**src/rtl/gray_position_tracker.sv**
```systemverilog
`default_nettype none
// +--------------------------------------------------------------------------+
// | gray_position_tracker                                                    |
// | Synchronizes, de-glitches and decodes a Gray position bus; tracks steps. |
// | Revision: 1.0                                                            |
// +--------------------------------------------------------------------------+
module gray_position_tracker #(
    parameter int WIDTH         = 4,
    parameter int STABLE_CYCLES = 3,
    parameter int POS_WIDTH     = 16
) (
    input  logic                 clk,
    input  logic                 rst_n,
    input  logic [WIDTH-1:0]     gray_in,
    input  logic                 clear,
    output logic [WIDTH-1:0]     bin_out,
    output logic                 valid,
    output logic                 step_up,
    output logic                 step_dn,
    output logic                 err,
    output logic                 err_flag,
    output logic [7:0]           err_count,
    output logic [POS_WIDTH-1:0] pos
);

    localparam int CNT_W = (STABLE_CYCLES > 1) ? $clog2(STABLE_CYCLES) : 1;
    localparam logic [CNT_W-1:0] C_CNT_MAX = CNT_W'(STABLE_CYCLES - 1);

    typedef enum logic [0:0] {
        ST_INIT  = 1'b0,
        ST_TRACK = 1'b1
    } state_t;

    function automatic logic [WIDTH-1:0] gray_to_bin(input logic [WIDTH-1:0] g);
        logic [WIDTH-1:0] b;
        b[WIDTH-1] = g[WIDTH-1];
        for (int i = WIDTH - 2; i >= 0; i--) begin
            b[i] = b[i+1] ^ g[i];
        end
        return b;
    endfunction

    logic [WIDTH-1:0]     sync1_q, gs_q;
    logic [WIDTH-1:0]     cand_q, cand_d;
    logic [CNT_W-1:0]     cnt_q, cnt_d;
    state_t               state_q, state_d;
    logic [WIDTH-1:0]     bin_q, bin_d;
    logic                 valid_q, valid_d;
    logic                 step_up_q, step_up_d;
    logic                 step_dn_q, step_dn_d;
    logic                 err_q, err_d;
    logic                 err_flag_q, err_flag_d;
    logic [7:0]           err_count_q, err_count_d;
    logic [POS_WIDTH-1:0] pos_q, pos_d;

    logic [WIDTH-1:0]     w_bn;
    logic [WIDTH-1:0]     w_diff;
    logic                 w_stable;

    always_comb begin
        w_bn     = gray_to_bin(cand_q);
        w_diff   = w_bn - bin_q;
        w_stable = (gs_q == cand_q) && (cnt_q == C_CNT_MAX);

        cand_d      = cand_q;
        cnt_d       = cnt_q;
        state_d     = state_q;
        bin_d       = bin_q;
        valid_d     = valid_q;
        step_up_d   = 1'b0;
        step_dn_d   = 1'b0;
        err_d       = 1'b0;
        err_flag_d  = err_flag_q;
        err_count_d = err_count_q;
        pos_d       = pos_q;

        // Any change restarts the stability count; the count parks at its max.
        if (gs_q != cand_q) begin
            cand_d = gs_q;
            cnt_d  = '0;
        end else if (cnt_q < C_CNT_MAX) begin
            cnt_d = cnt_q + CNT_W'(1);
        end

        case (state_q)
            ST_INIT: begin
                if (w_stable) begin
                    bin_d   = w_bn;
                    valid_d = 1'b1;
                    state_d = ST_TRACK;
                end
            end
            ST_TRACK: begin
                // Gray decoding is bijective, so comparing binaries is enough.
                if (w_stable && (w_bn != bin_q)) begin
                    bin_d = w_bn;
                    if (w_diff == WIDTH'(1)) begin
                        step_up_d = 1'b1;
                        pos_d     = pos_q + POS_WIDTH'(1);
                    end else if (w_diff == {WIDTH{1'b1}}) begin
                        step_dn_d = 1'b1;
                        pos_d     = pos_q - POS_WIDTH'(1);
                    end else begin
                        err_d      = 1'b1;
                        err_flag_d = 1'b1;
                        if (err_count_q != 8'hFF) begin
                            err_count_d = err_count_q + 8'd1;
                        end
                    end
                end
            end
            default: state_d = ST_INIT;
        endcase

        if (clear) begin
            pos_d       = '0;
            err_flag_d  = 1'b0;
            err_count_d = '0;
        end
    end

    always_ff @(posedge clk or negedge rst_n) begin
        if (!rst_n) begin
            sync1_q     <= '0;
            gs_q        <= '0;
            cand_q      <= '0;
            cnt_q       <= '0;
            state_q     <= ST_INIT;
            bin_q       <= '0;
            valid_q     <= 1'b0;
            step_up_q   <= 1'b0;
            step_dn_q   <= 1'b0;
            err_q       <= 1'b0;
            err_flag_q  <= 1'b0;
            err_count_q <= '0;
            pos_q       <= '0;
        end else begin
            sync1_q     <= gray_in;
            gs_q        <= sync1_q;
            cand_q      <= cand_d;
            cnt_q       <= cnt_d;
            state_q     <= state_d;
            bin_q       <= bin_d;
            valid_q     <= valid_d;
            step_up_q   <= step_up_d;
            step_dn_q   <= step_dn_d;
            err_q       <= err_d;
            err_flag_q  <= err_flag_d;
            err_count_q <= err_count_d;
            pos_q       <= pos_d;
        end
    end

    assign bin_out   = bin_q;
    assign valid     = valid_q;
    assign step_up   = step_up_q;
    assign step_dn   = step_dn_q;
    assign err       = err_q;
    assign err_flag  = err_flag_q;
    assign err_count = err_count_q;
    assign pos       = pos_q;

endmodule
`default_nettype wire

```
**config.mk**
```make
export PLATFORM = sky130hd
export DESIGN_NAME = gray_position_tracker
export DESIGN_NICKNAME = d
export VERILOG_FILES = /design/src/rtl/gray_position_tracker.sv
export SDC_FILE = /design/constraint.sdc
export NUM_CORES = 1
export LEC_CHECK = 0
export BUFFER_PORTS_ARGS = -buffer_cell sky130_fd_sc_hd__clkbuf_2
export CORE_UTILIZATION = 28
export DETAILED_ROUTE_END_ITERATION = 8
export MAX_ROUTING_LAYER = met4
export SLEW_MARGIN = 10
export SYNTH_ARGS = -nofsm -noshare
export SYNTH_HDL_FRONTEND = slang
export SYNTH_SLANG_ARGS = --single-unit
```
**constraint.sdc**
```tcl
create_clock -name clk -period 5.3 [get_ports clk]
set_clock_uncertainty 0.05 [all_clocks]
set_input_delay 1.06 -clock clk [delete_from_list [all_inputs] [get_ports clk]]
set_output_delay 1.06 -clock clk [all_outputs]
set_load 0.05 [all_outputs]
```
==> impl_metrics.tcl, run 1 <==
set metrics [dict create \
    outcome "complete, no violations" \
    numCtsBuffers 5 \
    max_freq_ghz 0.213 \
    hold_depth 0 \
    endpoint_kind "register" \
    setup_viol 0 \
    rows 35 \
    netlist_top_cells_count "dfrtp_1 (48), ha_1 (21), a21oi_1 (18)" \
    fin_nets 333 \
    cts_hold_buf 0 \
    post_cts_resized 0 \
    antenna_left 0 \
    synth_area_um2 2760 \
    track_usage 0.128 \
    routed_wirelength_um 5860 \
    finalHoldViolCount 0 \
    drive_gt1_frac 0.197 \
    fillers 961 \
    synth_edf_count 0 \
    grt_pass1_vias 2028 \
    min_period_ns 4.70 \
    synth_cell_type_count 50 \
    clockBufferDepth 2 \
    avgSynthCellArea_um2 10.4 \
    rsz0062_at_grt "false" \
    clock_latency_ns 0.31 \
    cellPowerDensity_nw_per_um2 259 \
    worstPathRequired_ns 5.43 \
    cts_sinks 48 \
    synth.area.top_cells "dfrtp_1 (43%), ha_1 (9.5%), a22o_1 (4.1%), xor2_1 (4.1%), xnor2_1 (3.8%)" \
    core_area_um2 9420 \
    hold_end "gs_q[1]" \
    synth_top_flop_cell "dfrtp_1" \
    yosysSeqAreaShare 0.435 \
    ys_ff_latch 48 \
    period_share 0.886 \
    use_met3 0.0262 \
    hpwlAfterDp_um 4220 \
    io_buffer_count 39 \
    grt_pass1_wl_um 9960 \
    wl_per_cell_um 13.5 \
    p_leak_nw 1.61 \
    drv_cap 0 \
    drtPass1Iterations 4 \
    die_area_um2 10300 \
    ios 40 \
    finalMaxSlewViolations 0 \
    grt_max_degree 49 \
    worst_pin_slew_ns 1.09 \
    syn_nets 295 \
    worst_setup_path_start_kind "register" \
    netlist.top_cell.by_area "dfrtp_1" \
    cts_root_buffer "clkbuf_8" \
    r2r_start "cand_q[3]" \
    synth_top_area_frac 0.435 \
    yosysWarnings 0 \
    cts_tree "done" \
    place_congestion 0.944 \
    die_h_um 101 \
    grt.busiest_layer "met1" \
    reg2reg_to "pos[15]" \
    use_met1 0.181 \
    syn_inst 265 \
    ctsHtreeMaxLevel 2 \
    n_antenna_cell 0 \
    slew_headroom 0.274 \
    post-route-drc-count 0 \
    crit_fanout 13 \
    post_cts_buffers 0 \
    die_w_um 101 \
    reg2reg_slack_ns 0.60 \
    synthArstFlopShare 1.00 \
    grt_util_met2 0.181 \
    vias 2110 \
    path_clk_slew_ns 0.09 \
    grt_overflow 0 \
    initial_utilization 0.294 \
    setup_tns_ns 0 \
    drt_iter0_markers 39 \
    syn_to_final_growth_pct 17.3 \
    vias_per_cell 4.87 \
    yosysMostFrequentCell "dfrtp_1" \
    antenna_found_initial 0 \
    ir_worst_vdd_mv 0.160 \
    worstSetupPathType "reg2reg" \
    hold_start "sync1_q[1]" \
    rr_worst_depth 14 \
    power_mw 0.840 \
    hold_path_class "reg2reg" \
    worstPathArrival_ns 4.83 \
]
-- layout make-up --
cell class                      count  area (um2)  share of cell area
Multi-Input combinational cell    194        1460               0.451
Clock inverter                      3        90.1              0.0278
Timing Repair Buffer               41         210              0.0648
Sequential cell                    48        1200               0.370
Inverter                           13        48.8              0.0150
Tap cell                          129         161              0.0498
Clock buffer                        5        68.8              0.0212
-- metrics by stage --
step	area, um2	setup WS (ns)	cells	util	hold slack (ns)
after global placement	3080	0.807	425	0.328	0.285
after CTS	3240	0.582	433	0.344	0.308
after global routing	3240	0.259	433	0.344	0.316
after floorplan	2760	0.901	265	-	0.281
final	3240	0.604	433	0.344	0.305
after detailed placement	3080	0.611	425	0.328	0.285
-- worst max-delay path, cell delays in order, from the launching register on --
cell	delay (ns)
dfrtp_1	0.45
xor2_1	0.30
xor2_1	0.31
xnor2_1	0.13
ha_1	0.21
fa_1	0.38
xor2_1	0.31
o2111ai_4	0.33
ha_1	0.45
and3_1	0.20
a221o_1	0.40
a311o_1	0.38
a221oi_1	0.41
or3_1	0.17
o211ai_1	0.07
-- cell families after synthesis --
logic type / after synthesis / share of synthesized area
adders and majority gates: 23 / 0.110
DFF: 48 / 0.435
muxes: 2 / 0.00770
AOI/OAI and AO/OA: 71 / 0.186
xor gates and xnor gates: 26 / 0.0851
and+or+nand+nor: 72 / 0.141
buffers and inverters: 23 / 0.0362
-- layout by cell type (no fill, tap or decap), types with 9 or more instances in the layout --
master / Yosys / routed
dfrtp_1: 48 / 48
ha_1: 21 / 21
nand2_1: 17 / 17
clkbuf_2: 0 / 39
a21oi_1: 18 / 18
a21o_1: 9 / 9
a22o_1: 13 / 13
nor2_1: 13 / 13
inv_1: 13 / 13
xor2_1: 13 / 13
xnor2_1: 12 / 12
-- power breakdown --
part	leakage, nW	total [mW]	internal [mW]	switching (mW)
sequential	0.643	0.377	0.372	0.00447
combinational	0.890	0.0983	0.0351	0.0632
clock	0.0784	0.365	0.236	0.129
-- sequential cells by signal, indices dropped and copies added (netlist names) --
register	flops
step_up	1
err_flag	1
pos	16
err_count	8
cand_q	4
sync1_q	4
step_dn	1
cnt_q	2
state_q	1
gs_q	4
err	1
bin_out	4
valid	1
-- how the worst max path moves through the flow --
stage | depth (start not counted) | slack [ns] | from | to
4_1_cts | 14 | 0.58 | cand_q[3] | pos[15]
3_3_place_gp | 14 | 0.81 | cand_q[3] | pos[15]
6_report | 14 | 0.60 | cand_q[3] | pos[15]
5_1_grt | 15 | 0.26 | cand_q[3] | pos[15]
2_1_floorplan | 14 | 0.90 | cand_q[3] | pos[15]
3_5_place_dp | 14 | 0.61 | cand_q[3] | pos[15]
-- per-layer routing --
metal | part of all wire | up-vias
met5 | 0 | -
met4 | 0.015 | 0
met3 | 0.038 | 8
met2 | 0.43 | 48
met1 | 0.52 | 1016
li1 | - | 1038
No activity file was read; power rests on OpenSTA's default activity.
==> run 2: changes to the inputs <==
- CORE_UTILIZATION: 28 -> 45
- PLACE_DENSITY: unset -> 0.65
- clock period: 5.3 -> 5.25 ns (I/O delays scaled with it)
==> run 2 against run 1 <==
  * Fmax increased by 2.0%
  * Critical path depth unchanged
  * Hold slack about the same
  * Critical endpoint unchanged
==> impl_metrics.tcl, run 2 (same netlist as run 1, synthesis figures left out) <==
set metrics [dict create \
    internal-power_mw 0.603 \
    period_share 0.877 \
    crit_path_start "cand_q[3]" \
    place_congestion 0.847 \
    grt_max_degree 49 \
    cpPeakStageDelay_ns 0.45 \
    core_area_um2 5920 \
    largest_register_ffs 16 \
    worst_pin_slew_ns 1.05 \
    grt_pass1_wl_um 9300 \
    hpwlAfterDp_um 4000 \
    vias_per_cell 5.52 \
    vias 2092 \
    initial_utilization 0.467 \
    io_buffer_count 39 \
    postLayoutCoreUtil 0.533 \
    finalHoldViolCount 0 \
    cpMostUsedCell "xor2_1" \
    slew_headroom 0.295 \
    numCtsBuffers 5 \
    fillers 546 \
    setup_viol 0 \
    crit_fanout 7 \
    worstSetupPathType "reg2reg" \
    r2r_start "cand_q[3]" \
    path_clk_slew_ns 0.09 \
    p_leak_nw 1.60 \
    p_clk_frac 0.402 \
    clockBufferDepth 2 \
    cts_sinks 48 \
    cellPowerDensity_nw_per_um2 254 \
    fin_nets 333 \
    worst_setup_path_start_kind "register" \
    max_freq_ghz 0.217 \
    clock_latency_ns 0.30 \
    finalInstanceArea_um2 3150 \
    finalMaxSlewViolations 0 \
    die_w_um 80.4 \
    wl_per_cell_um 14.5 \
    drt_iter0_markers 94 \
    reg2reg_slack_ns 0.65 \
    min_period_ns 4.60 \
    rsz0062_at_grt "false" \
    worstPathRequired_ns 5.42 \
    outcome "complete, no violations" \
    power_mw 0.802 \
    hold_start "sync1_q[2]" \
    cts_tree "done" \
    p_sw_frac 0.248 \
    crit_buf_inv 0 \
    crit_chain "xor2_1, xor2_1, xnor2_1, ha_1, fa_1, xor2_1, o2111ai_4, ha_1, and3_1, a221o_1, a311o_1, a221oi_1, o21ai_0, o211ai_1" \
    drtPass1Iterations 4 \
    antenna_left 0 \
    dpl_cell_area_um2 3020 \
    power.share.sequential 0.474 \
    post_cts_resized 0 \
    seq_area_um2 1200 \
    ios 40 \
    drive_gt1_frac 0.197 \
    antenna_found_initial 0 \
    layout_common_cells "dfrtp_1 (48), clkbuf_2 (39), ha_1 (21)" \
    final_common_cell "dfrtp_1" \
    track_usage 0.192 \
    crit_slowest_cell "dfrtp_1" \
    cts_hold_buf 0 \
    drv_cap 0 \
    n_antenna_cell 0 \
    die_h_um 80.4 \
    grt_pass1_vias 2016 \
    multiInputGateArea_um2 1460 \
    routed_wirelength_um 5510 \
    post_cts_buffers 0 \
    endpoint_kind "register" \
    cts_root_buffer "clkbuf_8" \
    ctsHtreeMaxLevel 2 \
    hold_path_class "reg2reg" \
    setup_tns_ns 0 \
    rows 28 \
    post-route-drc-count 0 \
    die_area_um2 6460 \
    worstPathArrival_ns 4.77 \
    cp_top_family "compound AO/OA/AOI/OAI gates" \
    ir_worst_vdd_mv 0.139 \
    pwr-share-comb 0.124 \
    p_sw_mw 0.199 \
    grt_overflow 0 \
    syn_to_final_growth_pct 14.1 \
]
==> run 2: worst paths after layout <==
check / endpoint / depth (start not counted)
min in group asynchronous: cnt_q[0] / 2
max in group asynchronous: pos[7] / 2
hold / removal: gs_q[2] / 0
setup / recovery: pos[15] / 14
setup reg to reg: pos[15] / 14
hold reg to reg: gs_q[2] / 0
==> run 2: layout make-up <==
cell class                 instances  share of cell area
clock buffer                       5              0.0218
clock inverter                     3              0.0218
inverter                          13              0.0155
multi-input combinational        194               0.464
sequential                        48               0.381
tap                               75              0.0298
timing repair buffer              41              0.0666
==> run 2: power by group through the flow <==
stage	Sequential, mW	Combinational, mW	Clock [mW]
floorplan	0.391	0.0711	0
CTS	0.381	0.100	0.332
global placement	0.388	0.0988	0
detailed placement	0.388	0.100	0
global route	0.381	0.112	0.350
finish	0.380	0.0995	0.322
==> run 2: layer usage <==
metal | vias up | global-route usage | part of all wire
met5 | - | - | 0
met4 | 0 | 0.0536 | 0.0076
met3 | 4 | 0.0375 | 0.036
met2 | 40 | 0.303 | 0.47
met1 | 1011 | 0.250 | 0.48
li1 | 1037 | - | -
==> run 2: metrics by stage <==
stage / cells / worst slack [ns] / hold slack (ns)
3_3_place_gp: 371 / 0.895 / 0.283
3_5_place_dp: 371 / 0.719 / 0.287
4_1_cts: 379 / 0.654 / 0.310
2_1_floorplan: 265 / 0.851 / 0.281
5_1_grt: 379 / 0.302 / 0.318
6_report: 379 / 0.645 / 0.305
